### src/rtl/box_filter_decimator.sv
// Decimating FIFO stage behind box_filter: drops warm-up samples, keeps every
// DECIM-th sample after that, and buffers kept samples for a valid/ready consumer.
//
// state  | meaning
// WARMUP | upstream window still filling; valid samples are discarded
// RUN    | decimating; phase 0 samples are kept and pushed to the FIFO
module box_filter_decimator #(
    parameter int FILTER_SIZE = 4,
    parameter int DECIM       = 4,
    parameter int DEPTH       = 8,
    parameter int WIDTH       = 32
) (
    input  logic             clk,
    input  logic             rst_n,
    input  logic             in_valid,
    input  logic [WIDTH-1:0] in,
    output logic             out_valid,
    input  logic             out_ready,
    output logic [WIDTH-1:0] out,
    input  logic             clear,
    output logic             overflow,
    output logic [15:0]      drop_count
);

    localparam int AW = $clog2(DEPTH);
    localparam int CW = AW + 1;
    localparam int WW = (FILTER_SIZE > 1) ? $clog2(FILTER_SIZE) : 1;
    localparam int PW = (DECIM > 1) ? $clog2(DECIM) : 1;

    localparam logic [WW-1:0] WARM_LAST  = WW'((FILTER_SIZE > 1) ? FILTER_SIZE - 2 : 0);
    localparam logic [PW-1:0] PHASE_LAST = PW'(DECIM - 1);
    localparam logic [CW-1:0] FULL_CNT   = CW'(DEPTH);

    typedef enum logic {WARMUP, RUN} state_t;
    localparam state_t RST_STATE = (FILTER_SIZE > 1) ? WARMUP : RUN;

    state_t          state_q, state_d;
    logic [WW-1:0]   warm_cnt_q, warm_cnt_d;
    logic [PW-1:0]   phase_q, phase_d;
    logic [AW-1:0]   wr_ptr_q, wr_ptr_d;
    logic [AW-1:0]   rd_ptr_q, rd_ptr_d;
    logic [CW-1:0]   count_q, count_d;
    logic            overflow_q, overflow_d;
    logic [15:0]     drop_count_q, drop_count_d;
    logic [WIDTH-1:0] mem_q [DEPTH];

    logic keep, push, pop, drop, full, empty;

    assign full  = (count_q == FULL_CNT);
    assign empty = (count_q == '0);
    assign pop   = !empty && out_ready;

    always_comb begin
        state_d      = state_q;
        warm_cnt_d   = warm_cnt_q;
        phase_d      = phase_q;
        wr_ptr_d     = wr_ptr_q;
        rd_ptr_d     = rd_ptr_q;
        count_d      = count_q;
        overflow_d   = overflow_q;
        drop_count_d = drop_count_q;
        keep         = 1'b0;

        case (state_q)
            WARMUP: begin
                if (in_valid) begin
                    warm_cnt_d = warm_cnt_q + WW'(1);
                    if (warm_cnt_q == WARM_LAST) begin
                        state_d = RUN;
                    end
                end
            end
            RUN: begin
                if (in_valid) begin
                    keep    = (phase_q == '0);
                    phase_d = (phase_q == PHASE_LAST) ? '0 : phase_q + PW'(1);
                end
            end
            default: state_d = RST_STATE;
        endcase

        // A full FIFO can still take a sample when the head leaves on the same edge.
        push = keep && (!full || pop);
        drop = keep && !push;

        if (push) wr_ptr_d = wr_ptr_q + AW'(1);
        if (pop)  rd_ptr_d = rd_ptr_q + AW'(1);
        if (push && !pop)      count_d = count_q + CW'(1);
        else if (!push && pop) count_d = count_q - CW'(1);

        if (clear) begin
            overflow_d   = 1'b0;
            drop_count_d = '0;
        end else if (drop) begin
            overflow_d = 1'b1;
            if (drop_count_q != 16'hFFFF) drop_count_d = drop_count_q + 16'd1;
        end
    end

    always_ff @(posedge clk or negedge rst_n) begin
        if (!rst_n) begin
            state_q      <= RST_STATE;
            warm_cnt_q   <= '0;
            phase_q      <= '0;
            wr_ptr_q     <= '0;
            rd_ptr_q     <= '0;
            count_q      <= '0;
            overflow_q   <= 1'b0;
            drop_count_q <= '0;
        end else begin
            state_q      <= state_d;
            warm_cnt_q   <= warm_cnt_d;
            phase_q      <= phase_d;
            wr_ptr_q     <= wr_ptr_d;
            rd_ptr_q     <= rd_ptr_d;
            count_q      <= count_d;
            overflow_q   <= overflow_d;
            drop_count_q <= drop_count_d;
        end
    end

    // Storage needs no reset: the head is masked to zero whenever the FIFO is empty.
    always_ff @(posedge clk) begin
        if (push) mem_q[wr_ptr_q] <= in;
    end

    assign out_valid  = !empty;
    assign out        = empty ? '0 : mem_q[rd_ptr_q];
    assign overflow   = overflow_q;
    assign drop_count = drop_count_q;

endmodule

### config.mk
export PLATFORM = sky130hd
export DESIGN_NAME = box_filter_decimator
export DESIGN_NICKNAME = d
export VERILOG_FILES = /design/src/rtl/box_filter_decimator.sv
export SDC_FILE = /design/constraint.sdc
export NUM_CORES = 1
export LEC_CHECK = 0
export ABC_AREA = 1
export CAP_MARGIN = 20
export CORE_ASPECT_RATIO = 0.8
export CORE_MARGIN = 2
export CORE_UTILIZATION = 55
export DETAILED_ROUTE_END_ITERATION = 7
export DONT_BUFFER_PORTS = 1
export GPL_TIMING_DRIVEN = 1
export PLACE_DENSITY = 0.74
export SLEW_MARGIN = 20
export SYNTH_ARGS = -nofsm -noshare
export SYNTH_HDL_FRONTEND = slang
export SYNTH_SLANG_ARGS = --single-unit
### constraint.sdc
create_clock -name clk -period 5.7 [get_ports clk]
set_clock_uncertainty 0.15 [all_clocks]
set_input_delay 1.14 -clock clk [delete_from_list [all_inputs] [get_ports clk]]
set_output_delay 1.14 -clock clk [all_outputs]
set_load 0.02 [all_outputs]
Word level (Yosys, flattened, before mapping)
Memory sizes are Yosys's and may differ from the RTL's.
Cells that the tools add are included.
{ "word_totals": {"ff_bits": 32, "mem_bits_rw": 256, "in_bits": 37, "output_inout_bits": 50, "word_cells": 55, "n_memories": 1} }
{ "classes": {"addsub": 7, "n_eq_ne": 4, "n_mux": 16, "bitwise": 1, "n_reduce_logical": 18} }
{ "memory_table": {"columns": ["memory", "words", "width", "read_ports", "rd_ports_with_merged_regs", "write_ports", "line_no", "source"], "rows": [
  ["mem_q", 8, 32, 1, 0, 1, "45", "logic [WIDTH-1:0] mem_q [DEPTH];"]
]} }
{ "ops": {"columns": ["operator", "n"], "rows": [
  ["16-bit 2-to-1 mux", 3],
  ["32-bit 2-to-1 mux", 1],
  ["16-bit by 1-bit adder with 16-bit output (second input constant)", 1],
  ["16-bit != test (second input constant)", 1],
  ["1-bit 2-to-1 mux", 9],
  ["4-bit 2-to-1 mux", 2],
  ["3-bit by 1-bit adder with 3-bit output (second input constant)", 2],
  ["2-bit AND reduction", 3],
  ["2-bit nonzero test", 3],
  ["1-bit logical AND", 5],
  ["2-bit by 1-bit adder with 2-bit output (second input constant)", 2],
  ["4-bit by 1-bit adder with 4-bit output (second input constant)", 1],
  ["2-bit == test (second input constant)", 2],
  ["4-bit == test (second input constant)", 1],
  ["1-bit zero test", 4],
  ["4-bit zero test", 1],
  ["4-bit by 1-bit subtractor with 4-bit output (second input constant)", 1],
  ["2-bit zero test", 1],
  ["2-bit 2-to-1 mux", 1],
  ["1-bit logical OR", 1],
  ["1-bit inverter", 1]
]} }

Depth between registers and ports, before layout
Gate-level depths: netlist of run 1.
{ "depth": {"ltp_word": 9, "mapped_depth": 14, "ltp_nobuf": 14} }

Worst setup path after synthesis of run 1
Ideal clock, no wire load.
{ "synth_timing": {"path_type": "input-to-reg", "startpoint": "input in_valid", "endpoint": "memory mem_q[0][0], enable pin", "setup_ns": 0.421, "t_arrival_ns": 3.060, "required_ns": 5.129, "setup_slack_ns": 2.069, "path_stages": 5, "n_path_buf": 0, "cell_sequence": "nand2_1 nor2_1 nand2_1 or2_2 nor2_1"} }
{ "synth_via": {"elab_chain_cells": 5} }
{ "synth_rtl": {"columns": ["element", "line_no", "source"], "rows": [
  ["from (decl)", "15", "input logic in_valid,"],
  ["1-bit 2-to-1 mux", "74", "if (in_valid) begin"],
  ["1-bit 2-to-1 mux", "64", "case (state_q)"],
  ["1-bit logical AND", "83", "push = keep && (!full || pop);"],
  ["1-bit 2-to-1 mux", "124", "if (push) mem_q[wr_ptr_q] <= in;"],
  ["1-bit 2-to-1 mux (implied by the code)", "124", null],
  ["to (decl)", "45", null]
]} }
Every way passes these cells.

Worst setup path after layout of run 1
{ "layout_timing": {"startpoint": "register rd_ptr_q[0]", "endpoint": "output out[27]"} }
{ "layout_via": {"elab_chain_cells": 2} }
{ "layout_rtl": {"columns": ["element", "line_no", "source"], "rows": [
  ["from (decl)", "41", "logic [AW-1:0] rd_ptr_q, rd_ptr_d;"],
  ["from (signal assigned)", "115", "rd_ptr_q <= rd_ptr_d;"],
  ["memory 8 x 32 bit", null, null],
  ["32-bit 2-to-1 mux", "128", "assign out = empty ? '0 : mem_q[rd_ptr_q];"],
  ["to (decl)", "19", "output logic [WIDTH-1:0] out,"]
]} }
Every way passes these cells.

==> flow_metrics.py, run 1 <==
metrics = {
    "outcome": {
        "outcome": "completed",
    },
    "finish": {
        "nets": 1038,
        "final_cell_mix": "edfxtp_1, nor2_1, o21ai_0",
        "drive_gt1_share_pct": 7.31,
        "final_core_util_pct": 62.5,
        "layout_commonest_cell": "edfxtp_1",
        "syn2layout_area_growth_pct": 10.3,
        "diodes": 0,
    },
    "global_route": {
        "antenna_found_initial": 0,
        "grt_pass1_wl_um": 38000,
        "grtUsageTotal_pct": 21.5,
        "grt_max_degree": 98,
        "grt_pass1_vias": 6942,
        "overflow": 0,
    },
    "placement": {
        "gp_congestion": 0.804,
        "port_buffers": 0,
        "pre_cts_slack_ns": 1.96,
        "dp_hpwl_um": 13500,
    },
    "setup_path": {
        "crit_start": "rd_ptr_q[0]",
        "arrival_ns": 3.01,
        "critPathMaxStageDelay_ns": 0.79,
        "start_kind": "register",
        "crit_chain": "buf_4 > o21ai_0 > o211ai_1 > nand2_1 > nor2_1",
        "r2r-start": "phase_q[0]",
        "cpMaxStageDelayCell": "buf_4",
        "cp_max_fo": 93,
        "crit_family": "buffers and inverters",
        "endpoint_kind": "output port",
        "required_ns": 4.41,
        "critical_path_buf_inv_count": 1,
        "worstSetupPathType": "reg -> out",
    },
    "routing": {
        "drt_pass1_iterations": 5,
        "post_drt_via_cell_ratio": 5.75,
        "wl_per_cell_um": 19.0,
        "post-route-drc-count": 0,
        "totalWireLength_um": 24300,
        "drt_iter0_drc": 697,
        "vias": 7360,
        "drtAntennaViolNets": 0,
    },
    "floorplan": {
        "die_y_um": 135,
        "start_util_pct": 56.6,
        "dieArea_mm2": 0.0227,
        "core.rowCount": 47,
        "die_w_um": 168,
        "core-area_mm2": 0.0209,
        "io_pins": 87,
    },
    "synth": {
        "synth_nets": 1047,
        "synth_cell_types": 30,
        "ys_seq_elements": 288,
        "synth_cells": 1000,
        "yosys_warnings": 0,
        "syn_area_per_cell_um2": 11.8,
        "ys_seq_area_share_pct": 71.8,
        "netlist_area_mm2": 0.0118,
    },
    "sta": {
        "rsz0062_at_grt": "false",
        "worst_slew_pin_slew_ns": 0.991,
        "layout_setup_ws_ns": 1.40,
        "slew_headroom_pct": 33.9,
        "setup_violations": 0,
        "finalHoldViolCount": 0,
        "drv_slew": 0,
        "finalCritPeriodShare_pct": 75.5,
        "tns_ns": 0,
        "clock.fmax_mhz": 232,
        "period_minus_slack_ns": 4.30,
    },
    "run": {
        "maxCapViolations": 0,
    },
    "cts": {
        "clock_sinks": 288,
        "cts_tree": "built",
        "numCtsBuffers": 27,
        "clock_latency_ns": 0.54,
        "clockBufferDepth": 3,
        "root_buffer": "clkbuf_16",
        "hold_buffers": 0,
        "htree_levels": 1,
        "cts.clk_slew.worst_paths_ns": 0.07,
        "cts_resized": 0,
        "postCtsSetupRepairBufs": 0,
    },
    "power_and_ir_drop": {
        "p_per_area_mw_per_mm2": 489,
        "leakagePower_nw": 4.47,
        "max-vdd-ir-drop_v": 0.000356,
    },
    "min_path": {
        "hold_path.class": "in -> async",
    },
}
## power breakdown
part           internal [mW]  switching, mW
registers               2.49          0.147
clock network          0.983          0.732
logic                  0.536           1.49
total                   4.01           2.37
## routing by layer
metal / global-route usage (%) / routed length (um)
met3: 4.47 / 1680
met2: 33.9 / 11100
met1: 30.5 / 10900
met5: 0 / 0
met4: 6.71 / 573
## cell usage after synthesis
cell	count	area share, %
nor2_1	258	8.2
nand4_1	6	0.32
buf_4	3	0.19
fa_1	1	0.17
nor2_4	1	0.095
nor3_1	1	0.042
buf_2	12	0.51
o21ai_0	141	6.0
edfxtp_1	256	65
or2_2	2	0.11
nand2_1	110	3.5
a21oi_1	4	0.17
o21ai_2	1	0.074
ha_1	9	0.95
nand2_2	3	0.16
buf_1	2	0.064
o22ai_1	32	1.7
o21ai_1	6	0.25
xor2_1	8	0.59
inv_1	23	0.73
inv_2	1	0.032
buf_8	1	0.13
nand3_1	11	0.47
xnor2_1	5	0.37
o21bai_1	2	0.13
clkbuf_1	34	1.1
nand2_4	1	0.095
dfrtp_1	32	6.8
nor2_2	2	0.11
o211ai_1	32	2.0
## worst paths after layout
kind / to / slack [ns] / cells after the start
max: out[27] / 1.40 / 5
min: drop_count[9] / 0.14 / 0
max reg2reg: mem_q[1][3] / 2.83 / 9
min reg2reg: state_q / 0.35 / 2
max in group asynchronous: rd_ptr_q[0] / 5.15 / 0
min in group clk: state_q / 0.35 / 2
## flip-flops by register name, summed over array words and instances, names as in the netlist
register / cells
count_q: 4
wr_ptr_q: 3
phase_q: 2
state_q: 1
overflow: 1
drop_count: 16
warm_cnt_q: 2
mem_q: 256
rd_ptr_q: 3
## metrics by stage
stage / cells / total power [mW] / hold WS [ns] / instance area (um2)
after floorplan: 1000 / 4.22 / 0.297 / 11800
after global placement: 1226 / 4.63 / 0.320 / 12100
after detailed placement: 1227 / 4.68 / 0.328 / 12100
after CTS: 1277 / 6.40 / 0.117 / 12900
after global routing: 1281 / 6.73 / 0.122 / 13000
final: 1281 / 6.38 / 0.136 / 13000
## layout make-up
type / instances / area (um2)
inverters: 24 / 91.3
flip-flops and latches: 288 / 8490
fillers: 1534 / 7840
repair buffers: 14 / 198
clock inverters: 11 / 113
clock buffers: 39 / 731
well taps: 269 / 337
multi-input cells: 636 / 3070
## cells by family after synthesis
family | after synthesis | synth area share (%)
AND/OR/NAND/NOR | 395 | 13.1
adder cells (fa/ha/maj) | 10 | 1.12
flip-flops | 288 | 71.8
AO/OA/AOI/OAI | 218 | 10.3
XOR/XNOR | 13 | 0.963
buffers and inverters | 76 | 2.73
Power figures use the tool's default switching activity.
==> run 2: changes to the inputs <==
--- a/config.mk
+++ b/config.mk
@@ -13,7 +13,7 @@
 export DETAILED_ROUTE_END_ITERATION = 7
 export DONT_BUFFER_PORTS = 1
 export GPL_TIMING_DRIVEN = 1
-export PLACE_DENSITY = 0.74
+export PLACE_DENSITY = 0.77
 export SLEW_MARGIN = 20
 export SYNTH_ARGS = -nofsm -noshare
 export SYNTH_HDL_FRONTEND = slang
==> constraint.sdc (replaced) <==
create_clock -name clk -period 3.7 [get_ports clk]
set_clock_uncertainty 0.15 [all_clocks]
set_input_delay 0.74 -clock clk [delete_from_list [all_inputs] [get_ports clk]]
set_output_delay 0.74 -clock clk [all_outputs]
set_load 0.02 [all_outputs]
==> flow_metrics.py, run 2 (synthesis gave the netlist of run 1 again) <==
metrics = {
    "routing": {
        "post-route-drc-count": 0,
        "drtAntennaViolNets": 0,
        "wl_per_cell_um": 18.7,
        "vias": 7431,
        "totalWireLength_um": 24100,
        "drt_pass1_iterations": 5,
        "post_drt_via_cell_ratio": 5.77,
        "drt_iter0_drc": 812,
    },
    "finish": {
        "design_area_mm2": 0.0131,
        "top_register": "mem_q",
        "final_cell_mix": "edfxtp_1, nor2_1, o21ai_0",
        "layout_commonest_cell": "edfxtp_1",
        "largest_reg_flops": 256,
        "drive_gt1_share_pct": 7.95,
        "ff_latch_area_mm2": 0.00849,
        "syn2layout_area_growth_pct": 11.1,
        "num-fill-cells": 1517,
        "diodes": 0,
        "multi_input_area_mm2": 0.00307,
        "nets": 1045,
    },
    "setup_path": {
        "required_ns": 2.81,
        "worstSetupPathType": "reg -> out",
        "endpoint_kind": "output port",
        "rr_endpoint": "mem_q[2][26]",
        "r2r-start": "phase_q[0]",
        "rrSetupSlack_ns": 1.14,
        "start_kind": "register",
        "arrival_ns": 2.52,
        "endpoint": "out[7]",
        "crit_start": "rd_ptr_q[1]",
        "cp_max_fo": 40,
        "worstRegToRegCells": 8,
    },
    "floorplan": {
        "start_util_pct": 56.6,
        "die_w_um": 168,
        "io_pins": 87,
        "core-area_mm2": 0.0209,
        "dieArea_mm2": 0.0227,
        "core.rowCount": 47,
        "die_y_um": 135,
    },
    "cts": {
        "postCtsSetupRepairBufs": 0,
        "clockBufferDepth": 3,
        "root_buffer": "clkbuf_16",
        "htree_levels": 1,
        "cts.clk_slew.worst_paths_ns": 0.06,
        "clock_latency_ns": 0.53,
        "cts_tree": "built",
        "numCtsBuffers": 28,
        "clock_sinks": 288,
    },
    "power_and_ir_drop": {
        "leakagePower_nw": 4.52,
        "max-vdd-ir-drop_v": 0.000554,
        "p_per_area_mw_per_mm2": 761,
        "finalPower_mw": 10.0,
    },
    "sta": {
        "whs_ns": 0.121,
        "tns_ns": 0,
        "clock.fmax_mhz": 293,
        "slew_headroom_pct": 29.3,
        "period_minus_slack_ns": 3.41,
        "setup_violations": 0,
        "finalHoldViolCount": 0,
        "worst_slew_pin_slew_ns": 1.06,
        "rsz0062_at_grt": "false",
        "finalCritPeriodShare_pct": 92.3,
        "drv_slew": 0,
    },
    "global_route": {
        "grtUsageTotal_pct": 21.6,
        "antenna_found_initial": 0,
        "grt_pass1_wl_um": 38500,
        "grt_pass1_vias": 7179,
        "overflow": 0,
        "grt_max_degree": 131,
    },
    "run": {
        "maxCapViolations": 0,
    },
    "placement": {
        "gp_congestion": 0.834,
        "port_buffers": 0,
        "placed_cell_area_mm2": 0.0122,
        "dp_hpwl_um": 13500,
    },
    "outcome": {
        "outcome": "completed",
    },
    "min_path": {
        "hold_path.class": "in -> reg",
    },
}
[run 2: cell type report]
type	count	share of cell area [%]
clock inverter	20	1.12
tap	269	2.56
clock buffer	31	5.58
multi-input combinational	636	23.4
timing repair buffer	20	1.92
inverter	24	0.696
sequential	288	64.7
[run 2: metal layers]
metal,global-route usage [%],share of wire (%),vias up
met5,0,0,-
met1,30.5,44,3588
met3,4.88,7.8,41
li1,-,-,3538
met4,5.51,1.7,0
met2,34.7,46,264
[run 2: worst min-delay path by stage]
| stage | from | end | cells after the start |
|---|---|---|---|
| floorplan | rst_n | count_q[0] | 0 |
| global placement | rst_n | drop_count[15] | 0 |
| detailed placement | rst_n | drop_count[7] | 0 |
| CTS | clear | overflow | 1 |
| global route | clear | overflow | 1 |
| finish | clear | overflow | 1 |
[run 2: per-stage QoR]
stage               worst slack, ns  util [%]  instances
detailed placement            0.827      58.5       1235
finish                        0.286      62.9       1288
global route                  0.104      62.9       1288
CTS                           0.260      62.9       1288
floorplan                     0.469         -       1000
global placement              0.890      58.5       1235
[run 2: power by group]
group / switching, mW / internal, mW
combinational: 2.30 / 0.883
sequential: 0.263 / 3.84
clock: 1.15 / 1.56
total: 3.72 / 6.28
[run 2: critical path, stage by stage (launching register included)]
cell     delay [ns]
dfrtp_2        0.86
buf_4          0.34
o21ai_0        0.13
o22ai_1        0.18
nor2_1         0.06
nor2_1         0.42
[run 2: what timing repair did]
item                      in CTS  in global routing
hold buffers                   2                  0
hold endpoints to repair      32                  0
gates resized for setup        0                  0
==> run 3: changes to the inputs <==
--- a/config.mk
+++ b/config.mk
@@ -8,7 +8,7 @@
 export ABC_AREA = 1
 export CAP_MARGIN = 20
 export CORE_ASPECT_RATIO = 0.8
-export CORE_MARGIN = 2
+export CORE_MARGIN = 4
 export CORE_UTILIZATION = 55
 export DETAILED_ROUTE_END_ITERATION = 7
 export DONT_BUFFER_PORTS = 1
==> flow_metrics.py, run 3 (synthesis gave the netlist of run 1 again) <==
metrics = {
    "global_route": {
        "antenna_found_initial": 0,
        "grtUsageMet1_pct": 28.8,
        "grtUsageTotal_pct": 21.0,
        "overflow": 0,
        "grt_max_degree": 131,
        "grt_pass1_vias": 7222,
        "grt_pass1_wl_um": 39400,
        "grt_use_met3_pct": 5.44,
        "use_met2_pct": 33.8,
        "busiest_layer": "met2",
    },
    "cts": {
        "clock_latency_ns": 0.53,
        "clock_sinks": 288,
        "htree_levels": 1,
        "clockBufferDepth": 3,
        "postCtsSetupRepairBufs": 0,
        "cts.clk_slew.worst_paths_ns": 0.06,
        "cts_tree": "built",
        "root_buffer": "clkbuf_16",
        "numCtsBuffers": 28,
    },
    "routing": {
        "post_drt_via_cell_ratio": 5.78,
        "totalWireLength_um": 25100,
        "vias": 7457,
        "wl_per_cell_um": 19.5,
        "drtAntennaViolNets": 0,
        "drt_iter0_drc": 699,
        "post-route-drc-count": 0,
        "drt_pass1_iterations": 5,
    },
    "floorplan": {
        "io_pins": 87,
        "start_util_pct": 56.5,
        "die_w_um": 172,
        "dieArea_mm2": 0.0239,
        "core-area_mm2": 0.0209,
        "die_y_um": 139,
        "core.rowCount": 47,
    },
    "min_path": {
        "hold_path.class": "in -> reg",
    },
    "finish": {
        "nets": 1047,
        "largest_reg_flops": 256,
        "top_register": "mem_q",
        "ff_latch_area_mm2": 0.00849,
        "final_cell_mix": "edfxtp_1, nor2_1, o21ai_0",
        "syn2layout_area_growth_pct": 12.0,
        "diodes": 0,
        "num-fill-cells": 1555,
        "final_core_util_pct": 63.3,
        "drive_gt1_share_pct": 8.62,
        "multi_input_area_mm2": 0.00307,
        "layout_commonest_cell": "edfxtp_1",
    },
    "setup_path": {
        "cp_max_fo": 41,
        "required_ns": 2.81,
        "path_common_cell": "nor2_1",
        "cpMaxStageDelayCell": "dfrtp_2",
        "crit_chain": "buf_12 > o21ai_0 > o22ai_1 > nor2_1 > nor2_1",
        "rrSetupSlack_ns": 1.24,
        "endpoint_kind": "output port",
        "critPathMaxStageDelay_ns": 0.86,
        "worstSetupPathType": "reg -> out",
        "arrival_ns": 2.65,
        "start_kind": "register",
    },
    "sta": {
        "worst_slew_pin_slew_ns": 0.958,
        "rsz0062_at_grt": "false",
        "tns_ns": 0,
        "setup_violations": 0,
        "whs_ns": 0.110,
        "slew_headroom_pct": 35.9,
        "clock.fmax_mhz": 282,
        "drv_slew": 0,
        "finalCritPeriodShare_pct": 95.8,
        "finalHoldViolCount": 0,
        "period_minus_slack_ns": 3.54,
        "layout_setup_ws_ns": 0.156,
    },
    "power_and_ir_drop": {
        "leakagePower_nw": 4.58,
        "p_per_area_mw_per_mm2": 787,
        "finalPower_mw": 10.4,
        "max-vdd-ir-drop_v": 0.000591,
    },
    "placement": {
        "gp_congestion": 0.813,
        "port_buffers": 0,
        "dp_hpwl_um": 13800,
        "pre_cts_slack_ns": 0.764,
    },
    "outcome": {
        "outcome": "completed",
    },
    "run": {
        "maxCapViolations": 0,
    },
}
[run 3: cell count changes in the layout (fill, tap and decap cells not counted)]
cell / before / now
clkinv_2: 6 / 4
bufinv_16: 2 / 7
inv_4: 0 / 1
clkinv_4: 2 / 0
clkinv_1: 10 / 5
inv_6: 0 / 1
clkinvlp_4: 1 / 3
buf_12: 8 / 5
buf_4: 11 / 16
[run 3: layout make-up]
cell class | count | share of cell area, %
Clock buffer | 31 | 5.54
Clock inverter | 20 | 2.12
Inverter | 24 | 0.699
Multi-Input combinational cell | 636 | 23.2
Sequential cell | 288 | 64.2
Tap cell | 269 | 2.54
Timing Repair Buffer | 22 | 1.74
[run 3: routing by layer]
layer	wire length, um	up-vias
li1	-	3539
met1	10600	3595
met2	11700	282
met3	2350	41
met4	433	0
met5	0	-
[run 3: what timing repair did]
item                                   in CTS  in global routing
endpoints found under the hold margin      32                  0
resized for setup                           0                  1
setup endpoints to repair                   0                  1
hold buffers                                2                  0
[run 3: power by group]
part	total (mW)	switching, mW	internal, mW
logic	3.23	2.34	0.891
clock network	3.09	1.18	1.91
registers	4.10	0.257	3.84
[run 3: final timing paths]
check,startpoint,to,cells after the start
min in group asynchronous,rst_n,drop_count[13],2
max in group asynchronous,rst_n,rd_ptr_q[0],2
setup reg to reg,phase_q[0],mem_q[7][13],9
setup / recovery,rd_ptr_q[1],out[25],5
hold / removal,clear,overflow,1
hold reg to reg,state_q,state_q,2
[run 3: stage by stage]
stage	cell area (um2)	instances
2_1_floorplan	11800	1000
3_3_place_gp	12200	1237
3_5_place_dp	12200	1237
4_1_cts	13200	1290
5_1_grt	13200	1290
6_report	13200	1290
[run 3: critical path, delay by kind of cell, from the launching register on]
kind | cells | cell delay (ns)
and+or+nand+nor | 2 | 0.57
AOI/OAI and AO/OA | 2 | 0.38
DFF | 1 | 0.86
buffers and inverters | 1 | 0.30
